File: src/rtl/proc_rdy_scan_pkg.sv
// proc_rdy_scan shared types: FSM encoding, register map, CTRL bits.
// No ports; imported by proc_rdy_scan and its scanner FSM.
package proc_rdy_scan_pkg;

  typedef enum logic [1:0] {
    IDLE  = 2'd0,
    SCAN  = 2'd1,
    FOUND = 2'd2
  } state_e;

  localparam logic ADDR_NEXT_CTRL   = 1'b0;
  localparam logic ADDR_STATUS_MASK = 1'b1;

  localparam int CLR_ALL   = 0;
  localparam int RST_PTR   = 1;
  localparam int CLR_OVF   = 2;
  localparam int VALID_BIT = 31;

endpackage

File: src/rtl/proc_rdy_scan_rr_scan_fsm.sv
// Round-robin scanner: walks cand from ptr+1, latches sel, holds FOUND.
// Ports: clk, rst, cand, consume, rst_ptr in; sel, found out.
module proc_rdy_scan_rr_scan_fsm
  import proc_rdy_scan_pkg::*;
#(
  parameter int NUM_PROC = 16,
  parameter int IDX_W    = 5
) (
  input  logic                clk,
  input  logic                rst,
  input  logic [NUM_PROC-1:0] cand,
  input  logic                consume,
  input  logic                rst_ptr,
  output logic [IDX_W-1:0]    sel,
  output logic                found
);

  localparam logic [IDX_W-1:0] LAST = IDX_W'(NUM_PROC - 1);

  state_e             state_q, state_d;
  logic [IDX_W-1:0]   idx_q, idx_d;
  logic [IDX_W-1:0]   ptr_q, ptr_d;
  logic [IDX_W-1:0]   sel_q, sel_d;
  logic [IDX_W-1:0]   nxt;
  logic [2**IDX_W-1:0] cand_ext;

  always_comb begin
    state_d  = state_q;
    idx_d    = idx_q;
    ptr_d    = ptr_q;
    sel_d    = sel_q;
    cand_ext = '0;
    cand_ext[NUM_PROC-1:0] = cand;
    nxt = (idx_q == LAST) ? '0 : idx_q + 1'b1;
    unique case (state_q)
      IDLE: begin
        idx_d = ptr_q;
        if (|cand) state_d = SCAN;
      end
      SCAN: begin
        if (!(|cand)) begin
          state_d = IDLE;
        end else begin
          idx_d = nxt;
          if (cand_ext[nxt]) begin
            sel_d   = nxt;
            state_d = FOUND;
          end
        end
      end
      FOUND: begin
        // idx already equals sel, so a rescan resumes at sel+1
        if (consume) begin
          ptr_d   = sel_q;
          state_d = SCAN;
        end else if (!cand_ext[sel_q]) begin
          state_d = SCAN;
        end
      end
      default: state_d = IDLE;
    endcase
    if (rst_ptr) ptr_d = LAST;
  end

  always_ff @(posedge clk) begin
    if (rst) begin
      state_q <= IDLE;
      idx_q   <= '0;
      ptr_q   <= LAST;
      sel_q   <= '0;
    end else begin
      state_q <= state_d;
      idx_q   <= idx_d;
      ptr_q   <= ptr_d;
      sel_q   <= sel_d;
    end
  end

  assign sel   = sel_q;
  assign found = (state_q == FOUND);

endmodule

File: src/rtl/proc_rdy_scan.sv
// Ready-line edge capture, masking and NEXT/STATUS IO; PROC_RDY_SCAN_OVF_EN adds ovf.
// Ports: clk, rst, rd, wr, addr, data_in, proc_rdy in; data_out, irq out.
module proc_rdy_scan
  import proc_rdy_scan_pkg::*;
#(
  parameter int NUM_PROC = 16,
  parameter int IDX_W    = 5
) (
  input  logic                clk,
  input  logic                rst,
  input  logic                rd,
  input  logic                wr,
  input  logic                addr,
  input  logic [31:0]         data_in,
  input  logic [NUM_PROC-1:0] proc_rdy,
  output logic [31:0]         data_out,
  output logic                irq
);

  logic [NUM_PROC-1:0] rdy_q;
  logic [NUM_PROC-1:0] pend_q, pend_d;
  logic [NUM_PROC-1:0] mask_q, mask_d;
  logic [NUM_PROC-1:0] rise, cand;
  logic [NUM_PROC-1:0] sel_oh, cons_oh, clr;
  logic [IDX_W-1:0]    sel;
  logic                found, consume;
  logic                ctrl_wr, mask_wr;
  logic                ovf_any;
  logic                unused_data;

  assign unused_data = ^data_in;

  always_comb begin
    rise    = proc_rdy & ~rdy_q;
    cand    = pend_q & mask_q;
    ctrl_wr = wr & (addr == ADDR_NEXT_CTRL);
    mask_wr = wr & (addr == ADDR_STATUS_MASK);
    consume = rd & (addr == ADDR_NEXT_CTRL) & found;
    sel_oh  = '0;
    for (int i = 0; i < NUM_PROC; i++) begin
      sel_oh[i] = (sel == IDX_W'(i));
    end
    cons_oh = sel_oh & {NUM_PROC{consume}};
    clr     = cons_oh |
              {NUM_PROC{ctrl_wr & data_in[CLR_ALL]}};
    // a new edge beats any clear in the same cycle
    pend_d  = (pend_q & ~clr) | rise;
    mask_d  = mask_wr ? data_in[NUM_PROC-1:0] : mask_q;
  end

  always_ff @(posedge clk) begin
    if (rst) begin
      rdy_q  <= '0;
      pend_q <= '0;
      mask_q <= '0;
    end else begin
      rdy_q  <= proc_rdy;
      pend_q <= pend_d;
      mask_q <= mask_d;
    end
  end

`ifdef PROC_RDY_SCAN_OVF_EN
  logic [NUM_PROC-1:0] ovf_q, ovf_d;

  always_comb begin
    ovf_d = ovf_q &
            ~{NUM_PROC{ctrl_wr & data_in[CLR_OVF]}};
    ovf_d = ovf_d | (rise & pend_q & ~cons_oh);
  end

  always_ff @(posedge clk) begin
    if (rst) ovf_q <= '0;
    else     ovf_q <= ovf_d;
  end

  assign ovf_any = |ovf_q;
`else
  assign ovf_any = 1'b0;
`endif

  proc_rdy_scan_rr_scan_fsm #(
    .NUM_PROC (NUM_PROC),
    .IDX_W    (IDX_W)
  ) u_fsm (
    .clk     (clk),
    .rst     (rst),
    .cand    (cand),
    .consume (consume),
    .rst_ptr (ctrl_wr & data_in[RST_PTR]),
    .sel     (sel),
    .found   (found)
  );

  always_comb begin
    data_out = '0;
    if (addr == ADDR_NEXT_CTRL) begin
      data_out[IDX_W-1:0]     = sel;
      data_out[VALID_BIT]     = found;
    end else begin
      data_out[NUM_PROC-1:0]  = pend_q;
      data_out[VALID_BIT]     = ovf_any;
    end
  end

  assign irq = found;

endmodule

File: config.mk
export PLATFORM = sky130hd
export DESIGN_NAME = proc_rdy_scan
export DESIGN_NICKNAME = d
export VERILOG_FILES = /design/src/rtl/proc_rdy_scan_pkg.sv /design/src/rtl/proc_rdy_scan_rr_scan_fsm.sv /design/src/rtl/proc_rdy_scan.sv
export SDC_FILE = /design/constraint.sdc
export NUM_CORES = 1
export LEC_CHECK = 0
export ABC_AREA = 1
export BUFFER_PORTS_ARGS = -buffer_cell sky130_fd_sc_hd__clkbuf_2
export CORE_MARGIN = 2
export CORE_UTILIZATION = 52
export CTS_BUF_LIST = sky130_fd_sc_hd__clkbuf_16
export CTS_CLUSTER_DIAMETER = 60
export DETAILED_ROUTE_END_ITERATION = 7
export PLACE_DENSITY = 0.74
export SETUP_SLACK_MARGIN = 0.4
export SKIP_LAST_GASP = 1
export SLEW_MARGIN = 20
export SYNTH_ARGS = -nofsm -noshare
export SYNTH_HDL_FRONTEND = slang
export SYNTH_HIERARCHICAL = 1
export SYNTH_SLANG_ARGS = --single-unit
File: constraint.sdc
create_clock -name clk -period 2.02 [get_ports clk]
set_input_delay 0.202 -clock clk [delete_from_list [all_inputs] [get_ports clk]]
set_output_delay 0.202 -clock clk [all_outputs]
set_load 0.02 [all_outputs]
==> results.md, run 1 <==
* Critical path required time at 2.24 ns
* CTS tree: done
* Vias/cell at between 4 and 5
* Skew-Pair Late Insertion Delay at 0.33 ns
* Worst hold slack at 0.0722 ns
* Multiplexer area fraction after synthesis at 0%
* Setup Skew at 0.00491 ns
* Area delta synth->final at 24.7%
* Total die area at 7220 um2
* Fin worst setup slack at roughly 0.32 ns
* Synth Area per Inst at ~6.2 um2
* Initial DRC Count at 247
* Tot Pwr at 0.00564 W
* Post-synthesis simple-gate area fraction at 33.6%
* Number of global-route vias before repair at approximately 3300
* Min cycle time layout at ~1.7 ns
* Worst-path cell chain: ha_4 -> nand4_2 -> nand3_1 -> nand3_2 -> nand3_2 -> nand3b_1 -> nand2_4 -> nand3_4 -> nor2_1 -> nor2_1
* Worst EP arrival at 1.92 ns
* Top Metal Used: met4
* Core area at around 6300 um2
* First-pass GRT wire length at 14500 um
* CTS Root Cell: clkbuf_16
* CP max-delay cell: dfxtp_4
* Port Buf Inserts at 54
* Antenna Cells at 0
* Fmax at 0.588 GHz
* Static leakage at 2.31 nW
* Die Wd at between 80 and 90 um
* Register area at 1310 um2
* Netlist cell types at 30
* Met3 routed WL at 438 um
* Drt total wl at 8720 um
* Hold Path Class: in -> reg
* Fillers at between 500 and 600
* Fin Setup TNS at 0 ns
* Crit. End Element: flip-flop
* CP max stage delay at 0.36 ns
* Via Count at roughly 3500
* Post-Synth Adder-Cell Area at less than 1%
* Wire length per cell at 12.5 um
* IO Pins at 86
* Layout cell share with drive strength beyond 1 at about a fifth
* Total Nets Final at 671
* Synthesized flop and latch total at 65
* Setup-failing EPs final at 0
* Crit Path Max Fanout at 5
* Crit path buf inv count at 0
* H-tree depth at 3
* Count of final hold-check violations at 0
* Die span in y at 84.9 um
* Gr usage total at 25.2%
* Met2 wire length at 4440 um
* Pre-CTS setup slack at 0.0800 ns
* Maximum vdd ir drop at between 0.001 and 0.0015 V
* DRT Pass-1 Iters at 8
* Total CTS buffers at 9
* Final worst-path cycle share at between 80% and 90%
* FP Rows at 29
* DPL Wire Length at 6190 um
* Largest family of logic cells by synthesized area: simple AND/OR/NAND/NOR gates
* Maxcap violations at 0
* # DRC at 0
* Wire length on met1 at 3580 um
* RSZ-0062 raised after global routing: true
* Grt ovf at 0
* CP Class: reg -> reg
* Worst-path clk slew at 0.06 ns
* Clk sinks at 65
* Cells after synthesis at 550
* Hold bufs inserted after CTS at 0
* CTS Buffer Depth at 2
* Syn Std Cell Area at roughly 3400 um2
* Status: finished, final reports clean
* Multi-input gate area at around 1700 um2
* Startpoint types: flip-flop
* Count of yosys warnings during synthesis at 6
* Xor/xnor share of the synthesized area at 0.257%
* CP top delay family: simple AND/OR/NAND/NOR gates
* Initial antenna violation count at 0
* Power Density at 1330 nW/um2
* RePlAce Congestion at 0.870
* ANT nets after route at 0
* Seq/Total Area, Yosys at 38.2%
* Post-synthesis compound-gate area fraction at under 10%
* Slew Viols, Final at 0
* Starting utilization of the core area at 53.7%
* Largest net degree at the start of global routing at 23
==> cell usage after synthesis, drive strengths merged <==
cell	instances	area share, %
a211oi	2	0.44
a21oi	13	1.9
a31o	1	0.26
a31oi	2	0.37
and3	1	0.18
buf	20	4.3
clkbuf	5	0.55
clkinv	2	0.22
conb	1	0.11
dfxtp	65	38
ha	1	0.37
inv	117	13
nand2	142	16
nand3	31	4.9
nand3b	1	0.22
nand4	7	1.5
nor2	95	11
nor4	1	0.18
o211ai	4	0.88
o21ai	38	5.6
xor2	1	0.26
==> kinds of logic after synthesis <==
| kind of cell | Yosys count |
|---|---|
| adder cells (fa/ha/maj) | 1 |
| AND/OR/NAND/NOR | 278 |
| other | 1 |
| buffers and inverters | 144 |
| XOR/XNOR | 1 |
| AO/OA/AOI/OAI | 60 |
| flip-flops | 65 |
==> placed cells by master (no fill, tap or decap), types with 2 or more instances in the layout <==
cell,count
nand2_1,136
inv_1,107
nor2_1,91
dfxtp_1,60
clkbuf_2,54
o21ai_0,25
nand3_1,16
nand3_2,15
conb_1,15
o21ai_1,13
a21oi_1,12
buf_4,10
inv_2,9
clkbuf_16,9
nand4_1,6
nand2_2,5
o211ai_1,4
bufinv_16,3
nor2_4,3
dfxtp_2,3
clkinv_2,2
clkinvlp_4,2
nand2_4,2
a31oi_1,2
a211oi_1,2
dfxtp_4,2
==> layer usage <==
metal	up-vias	global-route usage, %
met1	1544	28.9
met5	-	0
li1	1770	-
met2	125	45.0
met3	18	4.18
met4	0	12.8
==> power breakdown <==
part	total, W	switching (W)	internal [W]
registers	0.00169	0.000208	0.00148
logic	0.00217	0.00138	0.000783
clock network	0.00179	0.000583	0.00120
==> flip-flops by register name, summed over array words and instances (netlist names) <==
name	count
mask_q	16
pend_q	16
rdy_q	16
u_fsm/idx_q	5
u_fsm/ptr_q	5
u_fsm/sel	5
u_fsm/state_q	2
==> final timing paths <==
path / from / endpoint / slack, ns / cells after the start
worst max-delay path: u_fsm/idx_q[0] / u_fsm/sel[2] / 0.32 / 10
worst max register to register: u_fsm/idx_q[0] / u_fsm/sel[2] / 0.32 / 10
worst min register to register: rdy_q[12] / pend_q[12] / 0.45 / 3
worst min-delay path: proc_rdy[0] / rdy_q[0] / 0.07 / 3
==> repair_timing <==
action	in CTS	in global routing
pin swaps	5	3
gates cloned	3	0
resized for setup	25	12
setup endpoints to repair	12	15
buffers inserted	3	2
==> final cells by class <==
type	count	share of cell area [%]
multi-input cells	358	40.0
flip-flops and latches	65	30.9
inverters	119	10.6
repair buffers	64	8.13
clock buffers	9	5.30
clock inverters	7	2.80
well taps	77	2.27
==> per-stage QoR <==
step / instance area [um2] / instances / utilization (%)
floorplan: 3480 / 564 / -
global placement: 3710 / 675 / 58.5
detailed placement: 3710 / 675 / 58.5
CTS: 4200 / 697 / 66.2
global route: 4250 / 699 / 66.9
finish: 4250 / 699 / 66.9
==> worst register-to-register path, stage by stage (launching register included) <==
cell      delay, ns
dfxtp_4        0.36
ha_4           0.17
nand4_2        0.18
nand3_1        0.15
nand3_2        0.09
nand3_2        0.07
nand3b_1       0.12
nand2_4        0.12
nand3_4        0.11
nor2_1         0.16
nor2_1         0.06
Note: power is estimated with default switching activity, not from simulation.
==> run 2, diff against run 1 <==
--- a/config.mk
+++ b/config.mk
@@ -5,14 +5,14 @@
 export SDC_FILE = /design/constraint.sdc
 export NUM_CORES = 1
 export LEC_CHECK = 0
-export ABC_AREA = 1
+export ABC_AREA = 0
 export BUFFER_PORTS_ARGS = -buffer_cell sky130_fd_sc_hd__clkbuf_2
 export CORE_MARGIN = 2
 export CORE_UTILIZATION = 52
 export CTS_BUF_LIST = sky130_fd_sc_hd__clkbuf_16
 export CTS_CLUSTER_DIAMETER = 60
 export DETAILED_ROUTE_END_ITERATION = 7
-export PLACE_DENSITY = 0.74
+export PLACE_DENSITY = 0.75
 export SETUP_SLACK_MARGIN = 0.4
 export SKIP_LAST_GASP = 1
 export SLEW_MARGIN = 20
==> constraint.sdc (replaced) <==
create_clock -name clk -period 1.75 [get_ports clk]
set_input_delay 0.175 -clock clk [delete_from_list [all_inputs] [get_ports clk]]
set_output_delay 0.175 -clock clk [all_outputs]
set_load 0.02 [all_outputs]
==> results.md, run 2 <==
* Seq/Total Area, Yosys at 39.9% (was 38.2%)
* CTS Root Cell: clkbuf_16 (unchanged)
* Final worst-path cycle share at 120% (was 84.2%)
* EDFF count, synth at 0 (unchanged)
* Largest net degree at the start of global routing at 17 (was 23)
* FFs w/ async S/R, synth at 0% (unchanged)
* Initial antenna violation count at 0 (unchanged)
* Drt total wl at 9580 um (was 8720 um)
* Min cycle time layout at 2.10 ns (was 1.70 ns)
* H-tree depth at 3 (unchanged)
* Status: complete, but fails checks (was finished, final reports clean)
* Max_slew headroom at 61.5%
* Syn Std Cell Area at 3260 um2 (was 3410 um2)
* CTS tree: done (unchanged)
* Worst-path cell chain: ha_4 -> mux4_2 -> a211oi_4 -> nor3_4 -> mux2_4 (was ha_4 -> nand4_2 -> nand3_1 -> nand3_2 -> nand3_2 -> nand3b_1 -> nand2_4 -> nand3_4 -> nor2_1 -> nor2_1)
* Hold Path Class: in -> reg (unchanged)
* Core area at 5990 um2 (was 6350 um2)
* Reg2reg end: u_fsm/sel[3] (was u_fsm/sel[2])
* Count of yosys warnings during synthesis at 6 (unchanged)
* FP Rows at 28 (was 29)
* Maximum vdd ir drop at 0.000861 V (was 0.00123 V)
* Most numerous cell in the Yosys netlist: dfxtp_1 (was nand2_1)
* Critical path required time at 1.97 ns (was 2.24 ns)
* Largest area contributor in the netlist: dfxtp_1 (unchanged)
* Initial DRC Count at 238 (was 247)
* Internal at 0.00295 W (was 0.00347 W)
* Port Buf Inserts at 54 (unchanged)
* Worst-path clk slew at 0.06 ns (about the same)
* CP Class: reg -> reg (unchanged)
* Setup-failing EPs final at 7 (was 0)
* Number of global-route vias before repair at 2979 (was 3261)
* Setup Skew at 0.00416 ns (was 0.00491 ns)
* DPL Wire Length at 6460 um (was 6190 um)
* # DRC at 0 (unchanged)
* Static leakage at 1.94 nW (was 2.31 nW)
* Worst EP arrival at 2.32 ns (was 1.92 ns)
* Antenna Cells at 0 (unchanged)
* CP max-delay cell: mux4_2 (was dfxtp_4)
* Worst-margin pin slew at 0.578 ns
* P_sw at 0.00118 W (was 0.00217 W)
* Fmax at 0.477 GHz (was 0.588 GHz)
* Total Nets Final at 527 (was 671)
* Sw Ratio at 28.6% (was 38.5%)
* ANT nets after route at 0 (unchanged)
* Skew-Pair Late Insertion Delay at 0.33 ns (about the same)
* Wire length per cell at 17.3 um (was 12.5 um)
* Die Wd at 83.2 um (was 84.9 um)
* Slew Viols, Final at 0 (unchanged)
* Fin Setup TNS at -2.02 ns (was 0 ns)
* Placed instance area at 4010 um2 (was 3710 um2)
* Commonest non-fill, non-tap cell in the layout: dfxtp_1 (was nand2_1)
* CP max stage delay at 0.55 ns (was 0.36 ns)
* Grt ovf at 0 (unchanged)
* Hold bufs inserted after CTS at 0 (unchanged)
* Ranking of synthesized cells by area: dfxtp_1, nor2b_1, and2_1, nand2_1, buf_4 (was dfxtp_1, nand2_1, inv_1, nor2_1, nand3_1)
* Worst Hold Path EP: mask_q[11] (was rdy_q[0])
* Sequential share of power at 39.8% (was 30.0%)
* Crit. End Element: flip-flop (unchanged)
* Worst hold slack at 0.0558 ns (was 0.0722 ns)
* Reg2Reg Depth at 5 (was 10)
* Ys flop type: dfxtp_1 (unchanged)
* R2R setup slack at -0.35 ns (was 0.32 ns)
* CTS Buffer Depth at 2 (unchanged)
* Netlist cell types at 51 (was 30)
* Via Count at 3056 (was 3457)
* Failing checks: setup timing
* Regs by FF count: mask_q x16, pend_q x16, rdy_q x16 (unchanged)
* Total die area at 6930 um2 (was 7220 um2)
* RePlAce Congestion at 0.907 (was 0.870)
* Synth Area per Inst at 8.94 um2 (was 6.19 um2)
* Startpoint types: flip-flop (unchanged)
* Design area at 4560 um2 (was 4250 um2)
* Hold path startpoint: data_in[11] (was proc_rdy[0])
* Worst r2r src: u_fsm/idx_q[1] (was u_fsm/idx_q[0])
* Combinational cell fraction of total power at 21.0% (was 38.4%)
* Cells after synthesis at 365 (was 550)
* Gr usage total at 26.2% (was 25.2%)
* IO Pins at 86 (unchanged)
* RSZ-0062 raised after global routing: true (unchanged)
* Post-synth top cells: dfxtp_1, nand2_1, nor2b_1, and2_1, a21oi_1 (was nand2_1, inv_1, nor2_1, dfxtp_1, nand3_1)
* First-pass GRT wire length at 14400 um (was 14500 um)
* Tot Pwr at 0.00413 W (was 0.00564 W)
* Power share of the clock group at 39.3% (was 31.7%)
* Count of final hold-check violations at 0 (unchanged)
* Commonest cells after routing, fill and taps aside: dfxtp_1, clkbuf_2, buf_4 (was nand2_1, inv_1, nor2_1)
* Crit Path Max Fanout at 11 (was 5)
* Share of the synthesized area in the top cell type at 39.9% (was 38.2%)
* Worst Hold Path Cells at 3 (unchanged)
* Layout cell share with drive strength beyond 1 at 43.9% (was 20.6%)
* Total CTS buffers at 9 (unchanged)
* Vias/cell at 5.53 (was 4.95)
* Maxcap violations at 0 (unchanged)
* Starting utilization of the core area at 54.5% (was 53.7%)
* Synthesized flop and latch total at 65 (unchanged)
* Fin worst setup slack at -0.348 ns (was 0.318 ns)
* Die span in y at 83.2 um (was 84.9 um)
* Area delta synth->final at 39.8% (was 24.7%)
* Power Density at 905 nW/um2 (was 1330 nW/um2)
* Clk sinks at 65 (unchanged)
* DRT Pass-1 Iters at 5 (was 8)
[run 2: cell count changes after synthesis, moves of 7 or more]
cell	before	now
inv_1	111	9
mux2_2	0	7
a32o_1	0	7
nand2_1	138	50
o21ai_1	11	0
nor2_1	94	16
and2_1	0	30
nor2b_1	0	34
a21oi_1	13	21
nand3_1	30	19
o21ai_0	27	1
[run 2: how the worst max path moves through the flow]
stage	from	end	slack, ns
finish	u_fsm/idx_q[1]	u_fsm/sel[3]	-0.35
global placement	u_fsm/idx_q[0]	u_fsm/sel[0]	-0.27
detailed placement	u_fsm/idx_q[0]	u_fsm/sel[2]	-0.34
global route	u_fsm/idx_q[1]	u_fsm/sel[4]	-0.40
CTS	u_fsm/idx_q[1]	u_fsm/sel[3]	-0.30
floorplan	u_fsm/idx_q[1]	u_fsm/sel[0]	-0.33
[run 2: power groups by stage]
stage	Combinational [W]	Clock (W)	Sequential (W)
2_1_floorplan	0.000501	0	0.00166
3_3_place_gp	0.000737	0	0.00167
3_5_place_dp	0.000754	0	0.00167
4_1_cts	0.000822	0.00162	0.00164
5_1_grt	0.000931	0.00169	0.00165
6_report	0.000866	0.00162	0.00164
[run 2: cells by family (layout without fill, tap and decap cells)]
family                   Yosys count  in the layout  share of synthesized area [%]
AND/OR/NAND/NOR                  182            182                           29.8
flip-flops                        65             65                           39.9
AO/OA/AOI/OAI                     54             54                           12.5
buffers and inverters             41            140                           7.86
multiplexers                      20             20                           9.24
adder cells (fa/ha/maj)            1              1                          0.383
other                              1             15                          0.115
XOR/XNOR                           1              1                          0.268
[run 2: repair_timing]
action                                  4_1_cts  5_1_grt
gates cloned                                  0        1
pin swaps                                    13       13
resized for setup                            39       20
endpoints found under the setup margin       40       37
endpoints found under the hold margin         0        0
setup buffers                                 6        3
[run 2: layer usage]
layer	vias up	track usage [%]	routed length [um]
li1	1462	-	-
met1	1475	31.1	3990
met2	93	44.9	4880
met3	26	7.06	453
met4	0	10.3	250
met5	-	0	0
[run 2: final cells by class]
| cell class | instances | area [um2] |
|---|---|---|
| multi-input cells | 273 | 2020 |
| fillers | 390 | 1430 |
| flip-flops and latches | 65 | 1320 |
| repair buffers | 114 | 820 |
| clock buffers | 9 | 225 |
| well taps | 75 | 93.8 |
| clock inverters | 7 | 47.5 |
| inverters | 10 | 37.5 |
[run 2: critical path: cells and delay by family (launching register included)]
family                   cells  cell delay (ns)
multiplexers                 2             0.86
adder cells (fa/ha/maj)      1             0.34
flip-flops                   1             0.33
AND/OR/NAND/NOR              1             0.10
AO/OA/AOI/OAI                1             0.36
[run 2: per-stage QoR]
step / std cells / worst slack (ns) / util, %
global route: 553 / -0.400 / 76.2
finish: 553 / -0.348 / 76.2
detailed placement: 527 / -0.337 / 66.9
floorplan: 379 / -0.333 / -
global placement: 527 / -0.271 / 66.9
CTS: 549 / -0.301 / 74.5
